### config.mk
export PLATFORM = sky130hd
export DESIGN_NAME = cpu_fsm
export DESIGN_NICKNAME = d
export VERILOG_FILES = /design/src/rtl/cpu_defs.sv /design/src/rtl/cpu_fsm.sv
export SDC_FILE = /design/constraint.sdc
export NUM_CORES = 1
export LEC_CHECK = 0
export ABC_AREA = 1
export ABC_CLOCK_PERIOD_IN_PS = 1100
export BUFFER_PORTS_ARGS = -buffer_cell sky130_fd_sc_hd__buf_2
export CAP_MARGIN = 20
export CORE_AREA = 2 2 39 41
export DETAILED_ROUTE_END_ITERATION = 10
export DIE_AREA = 0 0 41 43
export GPL_TIMING_DRIVEN = 0
export HOLD_SLACK_MARGIN = 0.06
export PLACE_DENSITY = 0.73
export SLEW_MARGIN = 20
export SYNTH_ARGS = -nofsm -noshare
export SYNTH_HDL_FRONTEND = slang
export SYNTH_SLANG_ARGS = --single-unit
### constraint.sdc
create_clock -name clk -period 1.1 [get_ports clk]
set_input_delay 0.11 -clock clk [delete_from_list [all_inputs] [get_ports clk]]
set_output_delay 0.11 -clock clk [all_outputs]
set_load 0.01 [all_outputs]
### src/rtl/cpu_defs.sv
// Shared encodings for the simple-RISC controller: states, instruction classes,
// opcode/op fields and datapath select one-hots.
package cpu_defs;

  typedef enum logic [3:0] {
    ST_WAIT    = 4'd0,
    ST_DECODE  = 4'd1,
    ST_WR_IMM  = 4'd2,
    ST_GET_A   = 4'd3,
    ST_GET_B   = 4'd4,
    ST_EXEC    = 4'd5,
    ST_CMP     = 4'd6,
    ST_WR_REG  = 4'd7,
    ST_BAD     = 4'd8
  } state_t;

  typedef enum logic [1:0] {
    CLS_MOVIMM = 2'd0,
    CLS_MOVREG = 2'd1,
    CLS_ALU    = 2'd2,
    CLS_CMP    = 2'd3
  } cls_t;

  typedef struct packed {
    logic valid;
    cls_t cls;
  } dec_t;

  localparam logic [2:0] OPC_MOV    = 3'b110;
  localparam logic [2:0] OPC_ALU    = 3'b101;
  localparam logic [1:0] OP_ADD     = 2'b00;
  localparam logic [1:0] OP_CMP     = 2'b01;
  localparam logic [1:0] OP_AND     = 2'b10;
  localparam logic [1:0] OP_MVN     = 2'b11;
  localparam logic [1:0] OP_MOVIMM  = 2'b10;
  localparam logic [1:0] OP_MOVREG  = 2'b00;

  localparam logic [2:0] NSEL_NONE  = 3'b000;
  localparam logic [2:0] NSEL_RN    = 3'b001;
  localparam logic [2:0] NSEL_RD    = 3'b010;
  localparam logic [2:0] NSEL_RM    = 3'b100;
  localparam logic [1:0] VSEL_C     = 2'b00;
  localparam logic [1:0] VSEL_IMM   = 2'b01;

  // Every ALU op is a legal class, so only MOV has holes in its op field.
  function automatic dec_t decode_instr(input logic [2:0] opcode, input logic [1:0] op);
    dec_t d;
    d.valid = 1'b0;
    d.cls   = CLS_MOVIMM;
    if (opcode == OPC_MOV && op == OP_MOVIMM) begin
      d.valid = 1'b1;
      d.cls   = CLS_MOVIMM;
    end else if (opcode == OPC_MOV && op == OP_MOVREG) begin
      d.valid = 1'b1;
      d.cls   = CLS_MOVREG;
    end else if (opcode == OPC_ALU && op == OP_CMP) begin
      d.valid = 1'b1;
      d.cls   = CLS_CMP;
    end else if (opcode == OPC_ALU) begin
      d.valid = 1'b1;
      d.cls   = CLS_ALU;
    end
    return d;
  endfunction

endpackage

### src/rtl/cpu_fsm.sv
// Moore controller sequencing the datapath for one instruction per `s` request.
// Outputs decode from the state register and the class latched in DECODE.
module cpu_fsm
  import cpu_defs::*;
#(
  parameter bit STRICT_DECODE = 1'b1
) (
  input  logic       clk,
  input  logic       reset,
  input  logic       s,
  input  logic [2:0] opcode,
  input  logic [1:0] op,
  output logic [2:0] nsel,
  output logic [1:0] vsel,
  output logic       loada,
  output logic       loadb,
  output logic       asel,
  output logic       bsel,
  output logic       loadc,
  output logic       loads,
  output logic       write,
  output logic       w,
  output logic       bad_op
);

  state_t r_state;
  state_t w_next;
  cls_t   r_cls;
  dec_t   w_dec;

  assign w_dec = decode_instr(opcode, op);

  always_ff @(posedge clk or posedge reset) begin
    if (reset) begin
      r_state <= ST_WAIT;
      r_cls   <= CLS_MOVIMM;
    end else begin
      r_state <= w_next;
      if (r_state == ST_DECODE) r_cls <= w_dec.cls;
    end
  end

  always_comb begin
    w_next = r_state;
    case (r_state)
      ST_WAIT:   if (s) w_next = ST_DECODE;
      ST_DECODE: begin
        if (!w_dec.valid)                w_next = STRICT_DECODE ? ST_BAD : ST_WAIT;
        else if (w_dec.cls == CLS_MOVIMM) w_next = ST_WR_IMM;
        else if (w_dec.cls == CLS_MOVREG) w_next = ST_GET_B;
        else                              w_next = ST_GET_A;
      end
      ST_WR_IMM: w_next = ST_WAIT;
      ST_GET_A:  w_next = ST_GET_B;
      ST_GET_B:  w_next = (r_cls == CLS_CMP) ? ST_CMP : ST_EXEC;
      ST_EXEC:   w_next = ST_WR_REG;
      ST_CMP:    w_next = ST_WAIT;
      ST_WR_REG: w_next = ST_WAIT;
      ST_BAD:    w_next = ST_WAIT;
      default:   w_next = ST_WAIT;
    endcase
  end

  always_comb begin
    nsel   = NSEL_NONE;
    vsel   = VSEL_C;
    loada  = 1'b0;
    loadb  = 1'b0;
    asel   = 1'b0;
    bsel   = 1'b0;
    loadc  = 1'b0;
    loads  = 1'b0;
    write  = 1'b0;
    w      = 1'b0;
    bad_op = 1'b0;
    case (r_state)
      ST_WAIT:   w = 1'b1;
      ST_WR_IMM: begin
        nsel  = NSEL_RN;
        vsel  = VSEL_IMM;
        write = 1'b1;
      end
      ST_GET_A: begin
        nsel  = NSEL_RN;
        loada = 1'b1;
      end
      ST_GET_B: begin
        nsel  = NSEL_RM;
        loadb = 1'b1;
      end
      ST_EXEC: begin
        loadc = 1'b1;
        asel  = (r_cls == CLS_MOVREG);
      end
      ST_CMP:    loads = 1'b1;
      ST_WR_REG: begin
        nsel  = NSEL_RD;
        vsel  = VSEL_C;
        write = 1'b1;
      end
      ST_BAD:    bad_op = 1'b1;
      default: ;
    endcase
  end

endmodule

==> flow_metrics.tcl, run 1 <==
set metrics [dict create \
    status "finished with violations" \
    violations "setup timing" \
    async_flop_share_pct 100 \
    arrival_ns 1.19 \
    grt_pass1_wl_mm 1.76 \
    rsz0062_at_grt "true" \
    clkSinkCount 6 \
    endpoint_kind "primary output" \
    layout.cells.most_common_list "buf_2, nand2_1, nor2_1" \
    track_usage_pct 14.8 \
    p_total_mw 1.54 \
    fin_ws_ns -0.196 \
    syn_avg_cell_area_um2 6.50 \
    syn2layout_area_growth_pct 52.8 \
    stdcell_area_um2 724 \
    regToRegStartpoint "r_state[2]$_DFFE_PP0P_" \
    slew_violations 0 \
    vias_per_cell 4.40 \
    die_y_um 43 \
    dp.cells 109 \
    final_net_count 115 \
    post_synth_instance_area_um2 474 \
    fin_skew_ns 0.00306 \
    antennaDiodeCount 0 \
    drt.antenna.violating_nets 0 \
    die_w_um 41 \
    via_count 532 \
    finalHoldViolations 0 \
    drv_cap 0 \
    layoutNonFillerInstCount 121 \
    firstDrtPassIters 4 \
    synth_ff_type "dfrtp_1" \
    final_common_cell "buf_2" \
    reg2regPathDepth 7 \
    critPathLaunch "r_state[2]$_DFFE_PP0P_" \
    cp_max_fo 4 \
    rows 14 \
    synth_cells 73 \
    cts_buffers 3 \
    route.detailed.drc 0 \
    rrSetupSlack_ns -0.07 \
    fin_crit_ns 1.30 \
    ys_ff_latch 6 \
    place.gp.congestion 0.699 \
    clk_path_buf_depth 2 \
    ys_warn_count 0 \
    routed_wl_mm 1.04 \
    hp-class "input pin to register" \
    dpl.hpwl_um 805 \
    hp-start "s" \
    cp-endpoint "loada" \
    rr_endpoint "r_state[0]$_DFFE_PP0P_" \
    crit_type "register to primary output" \
    port_buffers 19 \
    htree_levels 1 \
    avgRoutedWirePerCell_um 8.57 \
    path_clk_slew_ns 0.04 \
    ir_worst_vdd_uv 930 \
    synth-seq-area-share_pct 31.7 \
    grt_pass1_vias 494 \
    initial_core_util_pct 34.3 \
    synth_edf_count 0 \
    setup_viol 17 \
    clock_latency_ns 0.24 \
    fin_crit_sh_pct 118 \
    leakage_nw 0.428 \
    fmax_ghz 0.772 \
    cts_tree "yes" \
    dr.first_iter.drc_count 7 \
    ioPinCount 22 \
    core-area_um2 1380 \
    ys_types 17 \
    grt_max_degree 7 \
    critPathLaunchType "register" \
    required_ns 0.99 \
    die_area_um2 1760 \
    drive_gt1_share_pct 52.4 \
    antenna_found_initial 0 \
    overflow 0 \
    p_per_area_nw_per_um2 2130 \
    root_buffer "clkbuf_4" \
    post_dp_cell_area_um2 596 \
]
-- cells in the mapped netlist (2+ instances only) --
cell     number  area share (%)
dfrtp_1       6              32
nand2_1      16              13
nor2_4        4             9.5
nor2_1       14              11
buf_4         3             4.7
nand3_1       3             3.2
nand4_1       2             2.6
inv_2         5             4.0
inv_1        10             7.9
nand2_2       3             4.0
-- worst max-delay path, cell delays in order (launching register included) --
cell and delay [ns]:
dfrtp_2 0.43, nor2_4 0.13, inv_2 0.06, nor2_4 0.11, nand2_2 0.06, inv_2 0.06
buf_6 0.09
-- worst min path at each step --
| stage | endpoint | slack [ns] | depth (start not counted) |
|---|---|---|---|
| 5_1_grt | r_state[0]$_DFFE_PP0P_ | 0.12 | 3 |
| 6_report | r_state[0]$_DFFE_PP0P_ | 0.12 | 3 |
| 2_1_floorplan | r_cls[0]$_DFFE_PP0P_ | -0.1 | 1 |
| 4_1_cts | r_state[0]$_DFFE_PP0P_ | 0.11 | 3 |
| 3_3_place_gp | r_state[3]$_DFFE_PP0P_ | 0.03 | 2 |
| 3_5_place_dp | r_state[3]$_DFFE_PP0P_ | 0.04 | 2 |
-- sequential cells by signal (all words and copies together), names as in the netlist --
signal   flops
r_cls        2
r_state      4
-- where the power goes --
part	internal (mW)	switching [mW]	total [mW]
combinational	0.438	0.512	0.951
clock	0.123	0.0751	0.198
sequential	0.306	0.0871	0.393
-- what timing repair did --
item / 4_1_cts / 5_1_grt
hold buffers: 1 / 0
buffers inserted: 8 / 0
endpoints found under the hold margin: 6 / 0
endpoints found under the setup margin: 12 / 18
gates resized for setup: 11 / 2
pin swaps: 3 / 1
-- layout make-up --
| class | instances | area [µm²] |
|---|---|---|
| clock buffers | 3 | 22.5 |
| well taps | 16 | 20.0 |
| flip-flops and latches | 6 | 154 |
| plain buffers | 3 | 22.5 |
| repair buffers | 28 | 184 |
| inverters | 16 | 62.6 |
| multi-input cells | 49 | 259 |
| fillers | 132 | 659 |
-- per-stage QoR --
stage                     TNS, ns  utilization (%)  hold slack, ns  setup slack [ns]
after global routing        -3.10             52.4           0.118            -0.261
after CTS                   -2.11             52.2           0.114            -0.213
after detailed placement  -0.0282             43.0          0.0356           -0.0282
after floorplan                 0                -         -0.0990            0.0486
final                       -1.74             52.4           0.115            -0.196
after global placement    -0.0201             43.0          0.0299           -0.0201
-- kinds of logic after synthesis --
kind of cell / count (synthesis) / synth area share [%]
AOI/OAI and AO/OA: 3 / 4.22
and+or+nand+nor: 44 / 45.6
other: 1 / 0.791
buffers and inverters: 19 / 17.7
DFF: 6 / 31.7
-- per-layer routing --
metal	wire, µm	vias to the layer above	GRT usage (%)
li1	-	284	-
met1	413	224	15.2
met2	541	19	25.6
met3	51	5	1.57
met4	29	0	10.0
met5	0	-	0
No activity file was read; power rests on OpenSTA's default activity.
==> run 2: changes to the inputs <==
--- a/config.mk
+++ b/config.mk
@@ -5,7 +5,6 @@
 export SDC_FILE = /design/constraint.sdc
 export NUM_CORES = 1
 export LEC_CHECK = 0
-export ABC_AREA = 1
 export ABC_CLOCK_PERIOD_IN_PS = 1100
 export BUFFER_PORTS_ARGS = -buffer_cell sky130_fd_sc_hd__buf_2
 export CAP_MARGIN = 20
@@ -14,7 +13,8 @@
 export DIE_AREA = 0 0 41 43
 export GPL_TIMING_DRIVEN = 0
 export HOLD_SLACK_MARGIN = 0.06
-export PLACE_DENSITY = 0.73
+export MAX_ROUTING_LAYER = met4
+export PLACE_DENSITY = 0.7
 export SLEW_MARGIN = 20
 export SYNTH_ARGS = -nofsm -noshare
 export SYNTH_HDL_FRONTEND = slang
==> constraint.sdc (replaced) <==
create_clock -name clk -period 1.1 [get_ports clk]
set_input_delay 0.165 -clock clk [delete_from_list [all_inputs] [get_ports clk]]
set_output_delay 0.165 -clock clk [all_outputs]
set_load 0.01 [all_outputs]
==> run 2 against run 1 <==
The flow still finishes with violations (setup timing). Worst setup slack worse by 0.24 ns. Sequential share of layout area is 4.8 points lower. Clock power hardly changed. Synthesized cell count is 29% lower. Worst hold slack better by 0.026 ns. Combinational power is 22% higher.
==> flow_metrics.tcl, run 2 <==
set metrics [dict create \
    status "finished with violations" \
    violations "setup timing" \
    ys_top_cells_by_count "nor2_1, dfrtp_1, nand2_1, nor3_1" \
    arrival_ns 1.66 \
    drt.antenna.violating_nets 0 \
    clock_latency_ns 0.24 \
    synth_cells 52 \
    synth_ff_type "dfrtp_1" \
    ys_ff_latch 6 \
    p_per_area_nw_per_um2 1890 \
    port_buffers 19 \
    ys_types 25 \
    htree_levels 1 \
    cp_slowest_cell "or4b_4" \
    fin_ws_ns -0.434 \
    dpl.hpwl_um 841 \
    hp-class "input pin to register" \
    slew_violations 0 \
    synthTopCellsByArea "dfrtp_1, nor2_1, buf_4" \
    ys_warn_count 0 \
    finalHoldViolations 0 \
    required_ns 1.22 \
    grt_pass1_vias 499 \
    via_count 508 \
    synth-seq-area-share_pct 34.4 \
    drv_cap 0 \
    syn_avg_cell_area_um2 8.40 \
    hold-worst-slack_ns 0.141 \
    die_y_um 43 \
    cp_slowest_stage_delay_ns 0.52 \
    critPathLaunch "r_state[1]$_DFFE_PP0P_" \
    crit_type "register to register" \
    routed_wl_mm 1.24 \
    final_common_cell "buf_6" \
    core-area_um2 1380 \
    overflow 0 \
    route.detailed.drc 0 \
    async_flop_share_pct 100 \
    avgRoutedWirePerCell_um 11.9 \
    root_buffer "clkbuf_4" \
    place.gp.congestion 0.747 \
    antennaDiodeCount 0 \
    die_area_um2 1760 \
    endpoint_kind "register" \
    reg_top3 "r_state x4, r_cls x2" \
    synth_largest_area_cell "dfrtp_1" \
    cp_num_buf_inv 1 \
    regToRegStartpoint "r_state[1]$_DFFE_PP0P_" \
    fin_skew_ns 0.00240 \
    drive_gt1_share_pct 71.6 \
    final_net_count 98 \
    ir_worst_vdd_uv 962 \
    fin_crit_sh_pct 139 \
    cts_buffers 3 \
    cp_max_fo 4 \
    ioPinCount 22 \
    fmax_ghz 0.652 \
    largest_reg_flops 4 \
    path_delay_family "simple AND/OR/NAND/NOR gates" \
    layoutNonFillerInstCount 104 \
    leakage_nw 0.429 \
    setup_viol 16 \
    die_w_um 41 \
    grt_pass1_wl_mm 2.03 \
    layout.cells.most_common_list "buf_6, buf_2, buf_4" \
    hp-start "op[1]" \
    clkSinkCount 6 \
    fillers 103 \
    rows 14 \
    clk_path_buf_depth 2 \
    critPathLaunchType "register" \
    cts_tree "yes" \
    regMostFlops "r_state" \
    vias_per_cell 4.88 \
    crit_chain "buf_4, or4b_4, mux2_4" \
    antenna_found_initial 0 \
    track_usage_pct 17.5 \
    synth_edf_count 0 \
    dp.cells 88 \
    initial_core_util_pct 31.6 \
    grt_max_degree 7 \
    dr.first_iter.drc_count 0 \
    syn2layout_area_growth_pct 109 \
    post_synth_instance_area_um2 437 \
    yosysMostFrequentCell "nor2_1" \
    rsz0062_at_grt "true" \
    fin_crit_ns 1.53 \
    synth.top_cell.area_share_pct 34.4 \
    path_clk_slew_ns 0.04 \
    firstDrtPassIters 1 \
]
==> run 2: cell count changes after synthesis, moves of 3 or more <==
| cell | change |
|---|---|
| inv_2 | -5 |
| nand2_2 | -3 |
| nand3_1 | -3 |
| nand2_1 | -12 |
| nor2_1 | -7 |
| nor2_4 | -4 |
| clkbuf_1 | +3 |
| nor3_1 | +3 |
| inv_1 | -8 |
==> run 2: final cells by class <==
cell class / instances / area [µm²] / share of cell area (%)
Multi-Input combinational cell: 39 / 389 / 42.7
Timing Repair Buffer: 33 / 265 / 29.1
Sequential cell: 6 / 150 / 16.5
Buffer: 5 / 56.3 / 6.18
Clock buffer: 3 / 22.5 / 2.47
Tap cell: 16 / 20.0 / 2.20
Inverter: 2 / 7.51 / 0.824
==> run 2: cell families after synthesis <==
kind of cell / Yosys count / share of synthesized area (%)
AO/OA/AOI/OAI: 8 / 12.9
buffers and inverters: 8 / 9.46
flip-flops: 6 / 34.4
multiplexers: 1 / 3.44
other: 1 / 0.859
AND/OR/NAND/NOR: 28 / 39.0
==> run 2: routing by layer <==
layer	global-route usage (%)	vias to the layer above	wire (µm)
met5	-	-	0
met2	30.0	20	682
met3	3.14	2	72
met4	10.0	0	9
li1	-	250	-
met1	17.2	236	472
==> run 2: report_power, final <==
group | total (mW) | leakage, nW | switching, mW | internal [mW]
combinational | 1.16 | 0.334 | 0.502 | 0.660
sequential | 0.364 | 0.0807 | 0.0770 | 0.287
clock | 0.198 | 0.0138 | 0.0751 | 0.123
==> run 2: path summary, 6_finish.rpt <==
check                                              end  slack [ns]  cells past startpoint
worst max-delay path              r_cls[1]$_DFFE_PP0P_       -0.43                      3
worst min-delay path              r_cls[0]$_DFFE_PP0P_        0.14                      2
worst max register to register    r_cls[1]$_DFFE_PP0P_       -0.43                      3
worst min register to register    r_cls[0]$_DFFE_PP0P_        0.56                      2
max in group asynchronous       r_state[0]$_DFFE_PP0P_        0.54                      3
min in group asynchronous       r_state[1]$_DFFE_PP0P_        0.37                      3
==> run 2: through the flow <==
| stage | setup slack (ns) | power, mW | TNS [ns] | cell area, µm² | util [%] |
|---|---|---|---|---|---|
| after floorplan | -0.256 | 0.859 | -1.36 | 515 | - |
| after global placement | -0.335 | 1.01 | -2.90 | 631 | 45.6 |
| after detailed placement | -0.351 | 1.02 | -3.31 | 631 | 45.6 |
| after CTS | -0.408 | 1.59 | -5.11 | 845 | 61.0 |
| after global routing | -0.499 | 1.85 | -6.10 | 911 | 65.8 |
| final | -0.434 | 1.72 | -5.03 | 911 | 65.8 |
==> run 2: timing repair <==
action / in CTS / in global routing
setup endpoints to repair: 17 / 18
hold endpoints to repair: 6 / 0
pin swaps: 6 / 8
setup buffers: 12 / 1
hold buffers: 1 / 0
resized for setup: 23 / 13
